`src/rtl/lut_loader.sv`:
```
// Programmable label->next_pc branch-target table: sweep-clear, streamed load, then lock.
// Latency: one cycle from write handshake to visible entry; read port is combinational.
// Backpressure: wr_ready is low during the clear sweep and once locked. Optional parity: LUT_LOADER_PARITY_EN.
module lut_loader #(
  parameter int LABEL_W = 8,
  parameter int PC_W    = 12
) (
  input  logic               clk,
  input  logic               reset,
  input  logic               wr_valid,
  output logic               wr_ready,
  input  logic [LABEL_W-1:0] wr_label,
  input  logic [PC_W-1:0]    wr_target,
  input  logic               lock,
  input  logic [LABEL_W-1:0] label,
  output logic [PC_W-1:0]    next_pc,
  output logic               hit,
  output logic               busy,
  output logic               load_done,
  output logic [LABEL_W:0]   count,
  output logic               parity_err
);

  localparam int DEPTH = 2 ** LABEL_W;
  localparam logic [LABEL_W:0] COUNT_MAX = {1'b1, {LABEL_W{1'b0}}};

  typedef enum logic [1:0] {
    S_CLEAR,
    S_LOAD,
    S_LOCKED
  } state_t;

  state_t               state_q;
  logic [LABEL_W-1:0]   idx_q;
  logic [LABEL_W:0]     count_q;
  logic [LABEL_W:0]     count_d;
  logic                 wr_ready_q;
  logic                 busy_q;
  logic                 load_done_q;

  // Table storage: no reset, the clear sweep initialises every entry
  logic [DEPTH-1:0]     vld_q;
  logic [PC_W-1:0]      tgt_q [DEPTH];
`ifdef LUT_LOADER_PARITY_EN
  logic [DEPTH-1:0]     par_q;
`endif

  logic                 clr_en;
  logic                 wr_fire;
  logic                 rd_vld;
  logic [PC_W-1:0]      rd_tgt;

  // wr_ready_q is only ever high in LOAD, so the handshake alone qualifies a write
  assign clr_en  = (state_q == S_CLEAR) && !reset;
  assign wr_fire = wr_valid && wr_ready_q && !reset;

  // New-entry counting: overwrites of a valid entry leave the count alone
  always_comb begin
    count_d = count_q;
    if (wr_fire && !vld_q[wr_label] && (count_q != COUNT_MAX)) begin
      count_d = count_q + 1'b1;
    end
  end

  // Control FSM: CLEAR sweep -> LOAD -> LOCKED, with registered status outputs
  always_ff @(posedge clk) begin
    if (reset) begin
      state_q     <= S_CLEAR;
      idx_q       <= '0;
      count_q     <= '0;
      wr_ready_q  <= 1'b0;
      busy_q      <= 1'b1;
      load_done_q <= 1'b0;
    end else begin
      case (state_q)
        S_CLEAR: begin
          idx_q <= idx_q + 1'b1;
          if (idx_q == {LABEL_W{1'b1}}) begin
            state_q    <= S_LOAD;
            wr_ready_q <= 1'b1;
            busy_q     <= 1'b0;
          end
        end
        S_LOAD: begin
          // A write in the same cycle as lock still lands
          count_q <= count_d;
          if (lock) begin
            state_q     <= S_LOCKED;
            wr_ready_q  <= 1'b0;
            load_done_q <= 1'b1;
          end
        end
        S_LOCKED: begin
          state_q <= S_LOCKED;
        end
        default: begin
          state_q    <= S_CLEAR;
          idx_q      <= '0;
          wr_ready_q <= 1'b0;
          busy_q     <= 1'b1;
        end
      endcase
    end
  end

  // Table write port: one cleared entry per sweep cycle, or one loaded entry per handshake
  always_ff @(posedge clk) begin
    if (clr_en) begin
      vld_q[idx_q] <= 1'b0;
      tgt_q[idx_q] <= '0;
`ifdef LUT_LOADER_PARITY_EN
      par_q[idx_q] <= 1'b0;
`endif
    end else if (wr_fire) begin
      vld_q[wr_label] <= 1'b1;
      tgt_q[wr_label] <= wr_target;
`ifdef LUT_LOADER_PARITY_EN
      // Even parity: XOR over {valid, target, parity} is zero for a good entry
      par_q[wr_label] <= ^{1'b1, wr_target};
`endif
    end
  end

  // Combinational lookup; everything reads as empty while the sweep runs
  assign rd_vld  = vld_q[label];
  assign rd_tgt  = tgt_q[label];
  assign next_pc = (!busy_q && rd_vld) ? rd_tgt : '0;
  assign hit     = !busy_q && rd_vld;

`ifdef LUT_LOADER_PARITY_EN
  assign parity_err = !busy_q && (^{rd_vld, rd_tgt, par_q[label]});
`else
  assign parity_err = 1'b0;
`endif

  assign wr_ready  = wr_ready_q;
  assign busy      = busy_q;
  assign load_done = load_done_q;
  assign count     = count_q;

endmodule
```
`config.mk`:
```
export PLATFORM = sky130hd
export DESIGN_NAME = lut_loader
export DESIGN_NICKNAME = d
export VERILOG_FILES = /design/src/rtl/lut_loader.sv
export SDC_FILE = /design/constraint.sdc
export NUM_CORES = 2
export LEC_CHECK = 0
export BUFFER_PORTS_ARGS = -buffer_cell sky130_fd_sc_hd__buf_2
export CORE_MARGIN = 1.5
export CORE_UTILIZATION = 59
export DETAILED_ROUTE_END_ITERATION = 12
export GPL_TIMING_DRIVEN = 0
export PLACE_DENSITY = 0.75
export SLEW_MARGIN = 30
export SYNTH_ARGS = -nofsm -noshare
export SYNTH_HDL_FRONTEND = slang
export SYNTH_SLANG_ARGS = --single-unit
```
`constraint.sdc`:
```
create_clock -name clk -period 13.25 [get_ports clk]
set_input_delay 1.9875 -clock clk [delete_from_list [all_inputs] [get_ports clk]]
set_output_delay 1.9875 -clock clk [all_outputs]
set_load 0.02 [all_outputs]
```
==> impl_results.md <==
* Setup ws final at 3.42 ns
* CP Class: in2out
* Peak VDD IR at 0.000150 V
* Clock share of power at 42.8%
* RR Startpoint: state_q[0]
* Slew @ Worst Pin at 1.15 ns
* Hold-fix buffers at CTS at 0
* Drt total wl at 403,000 um
* Setup TNS at 0 ns
* Rel. slew slack at 21.3%
* Slew Limit Fails at 0
* Logic gate share of total power at 3.8%
* Port Buffers at 46
* Final Setup Violations at 0
* End of the critical path: next_pc[1]
* Number of global-route vias before repair at 71.6k
* Initial antenna violation count at 11
* Sinks on the clock net at 3,350
* RSZ-0062 raised after global routing: false
* Root buffer cell: clkbuf_16
* Part of the cycle the worst path needs at 74.2%
* Die footprint at 231,000 sq um
* Worst slack at placement at 3.74 ns
* CTS resizes at 0
* WP data required at 11.26 ns
* Mapped Area at 135,000 sq um
* Crit-path max FO at 10
* Antenna-violating nets left at 0
* Synthesized net count at 6,378
* Synth Register Bits at 3,350
* Seq/Total Area, Yosys at 74.6%
* Syn Area/Cell at 21.2 sq um
* Inserted Clock Buffers at 341
* Hold Crit Class: reg2reg
* Net Sw Power at 0.00456 W
* # Post-CTS Setup Buffers at 0
* Hpwl dp at 264,000 um
* Area of the core at 227,000 sq um
* Die H at 481 um
* Synth Flop Type: edfxtp_1
* Sw Ratio at 21.0%
* Io pins at 58
* Status: complete, no violations
* Nets at 6,865
* Max-cap violations at 0
* Fmax at 102 MHz
* Row count at 175
* GR Util All Layers at 35.2%
* Arr. time, crit path at 7.84 ns
* Leak Pwr at 41.1 nW
* CTS tree: done
* CP Launch Type: primary input
* Initial Utilization at 59.3%
* Post-Synthesis Cells at 6,336
* Die Wd at 481 um
* RR Endpoint: tgt_q[188][9]
* Layout cells sized above 1 at 30.6%
* R2R depth at 11
* DR iter-0 viols at 12.3k
* H-tree depth at 5
* Final hold vios at 0
* Internal power at 0.0171 W
* Async SR Flop Fraction at 0%
* Via count at 73.5k
* Ys Warns at 0
* DR WL/cell at 40.0 um
* Global route overflow at 0
* Power Density at 143 nW/um^2
* Area delta synth->final at 13.0%
* Placed Instances at 9,486
* Post-synth cell types at 55
* Non-Filler Instances at 10.1k
* CTS clk-pin slew, worst paths at 0.06 ns
* Seq pwr share at 53.4%
* DRC viols at 0
* DR pass1 iterations at 9
* First-pass GRT wire length at 557,000 um
* Kind of end point of the critical path: output pin
* Clock Path Buffers at 4
* Reg2reg setup slack at 7.67 ns
* Crit path from: label[1]
* Post-synth EDFFs at 3,328
* Worst Skew at 0.0625 ns
* Clock latency at the later pin of the worst-skew pair at 0.97 ns
* Fill count at 13.8k
* Largest net degree at the start of global routing at 73
* Via density at 7.29
* Gpl congestion at 0.996
* Minimum clock period at 9.83 ns
area by class of cell:
type | instances | area (sq um) | share of cell area (%)
Clock inverter | 164 | 1510 | 0.993
Buffer | 417 | 2010 | 1.32
Multi-Input combinational cell | 2557 | 33200 | 21.8
Sequential cell | 3350 | 100000 | 66.0
Timing Repair Buffer | 144 | 2370 | 1.56
Tap cell | 3009 | 3760 | 2.47
Inverter | 12 | 45.0 | 0.0296
Clock buffer | 423 | 8900 | 5.85
Antenna cell | 7 | 17.5 | 0.0115
cell families after synthesis:
| kind of cell | Yosys count | synth area share (%) |
|---|---|---|
| buffers and inverters | 429 | 1.47 |
| AND/OR/NAND/NOR | 578 | 1.87 |
| flip-flops | 3350 | 74.6 |
| other | 1 | 0.00279 |
| adder cells (fa/ha/maj) | 10 | 0.0929 |
| AO/OA/AOI/OAI | 735 | 3.00 |
| XOR/XNOR | 5 | 0.0325 |
| multiplexers | 1228 | 19.0 |
layout by cell type (no fill, tap or decap), types with 17 or more instances in the layout:
cell type,n
clkbuf_16,344
nand2_1,67
buf_4,46
mux4_2,1057
buf_12,33
buf_2,141
dfxtp_1,22
clkinv_2,55
a21oi_1,570
clkbuf_2,44
clkbuf_1,270
nand3_1,24
bufinv_16,27
buf_16,47
clkinv_1,61
buf_6,23
o211ai_1,24
a22oi_1,61
a31oi_1,26
nand2b_1,17
buf_1,29
edfxtp_1,3328
nor2_1,90
mux2i_1,161
nor2_2,260
sequential cells by signal, indices dropped and copies added (netlist names):
name and count:
busy 1, count 9, idx_q 8, load_done 1, state_q 2, tgt_q 3072
vld_q 256, wr_ready 1
power by group through the flow:
stage | clock network [W] | logic [W] | registers [W]
finish | 0.00927 | 0.000833 | 0.0116
global route | 0.00966 | 0.000850 | 0.0116
CTS | 0.00926 | 0.000814 | 0.0116
global placement | 0 | 0.000777 | 0.0118
floorplan | 0 | 0.000499 | 0.0118
detailed placement | 0 | 0.000807 | 0.0118
cell usage after synthesis, types with 6 or more instances:
| library cell | count | area, sq um |
|---|---|---|
| dfxtp_1 | 22 | 440 |
| a21boi_1 | 9 | 67.6 |
| mux2i_1 | 162 | 1620 |
| mux2_2 | 9 | 101 |
| mux4_2 | 1057 | 23800 |
| and2_1 | 28 | 175 |
| nor4_1 | 10 | 62.6 |
| o31ai_1 | 6 | 45.0 |
| nand4_1 | 8 | 50.1 |
| a22oi_1 | 61 | 458 |
| o21ai_0 | 11 | 55.1 |
| clkbuf_1 | 236 | 886 |
| edfxtp_1 | 3328 | 99900 |
| ha_1 | 10 | 125 |
| inv_1 | 12 | 45.0 |
| buf_6 | 7 | 78.8 |
| or3_1 | 6 | 37.5 |
| a31oi_1 | 26 | 163 |
| a21oi_1 | 570 | 2850 |
| nor2b_1 | 17 | 106 |
| buf_4 | 45 | 338 |
| buf_2 | 85 | 425 |
| nand2b_1 | 17 | 106 |
| o211ai_1 | 24 | 180 |
| nor2_1 | 350 | 1310 |
| buf_1 | 39 | 146 |
| o21ai_1 | 7 | 35.0 |
| nand2_1 | 67 | 251 |
| nor3_1 | 22 | 110 |
| nand3_1 | 36 | 180 |
how the worst min path moves through the flow:
stage | slack [ns] | start | cells after the start | to
floorplan | 0.49 | state_q[1] | 2 | state_q[1]
global placement | 0.47 | load_done | 2 | load_done
detailed placement | 0.48 | load_done | 2 | load_done
CTS | 0.50 | load_done | 2 | load_done
global route | 0.52 | load_done | 2 | load_done
finish | 0.49 | load_done | 2 | load_done
stage by stage:
step	instance area, sq um	utilization, %	power [W]	hold slack [ns]
after floorplan	135000	-	0.0123	0.491
after global placement	139000	61.0	0.0126	0.468
after detailed placement	142000	62.4	0.0126	0.475
after CTS	152000	67.0	0.0216	0.499
after global routing	152000	67.0	0.0221	0.525
final	152000	67.0	0.0217	0.492
layer usage:
layer | vias up | wire, um | GRT usage, %
li1 | 27700 | - | -
met1 | 38400 | 138000 | 47.4
met2 | 6210 | 183000 | 51.8
met3 | 1083 | 54400 | 10.3
met4 | 8 | 27600 | 20.3
met5 | - | 145 | 0.331
worst max-delay path, stage by stage:
cell	delay, ns
buf_2	0.17
buf_4	0.27
buf_4	0.38
buf_4	0.34
buf_2	0.45
buf_2	0.57
buf_1	0.81
mux4_2	0.39
mux2i_1	0.15
a22oi_1	0.51
o211ai_1	0.30
a21oi_1	0.22
a31oi_1	0.05
a21boi_0	0.85
buf_2	0.32
Power figures use the tool's default switching activity.
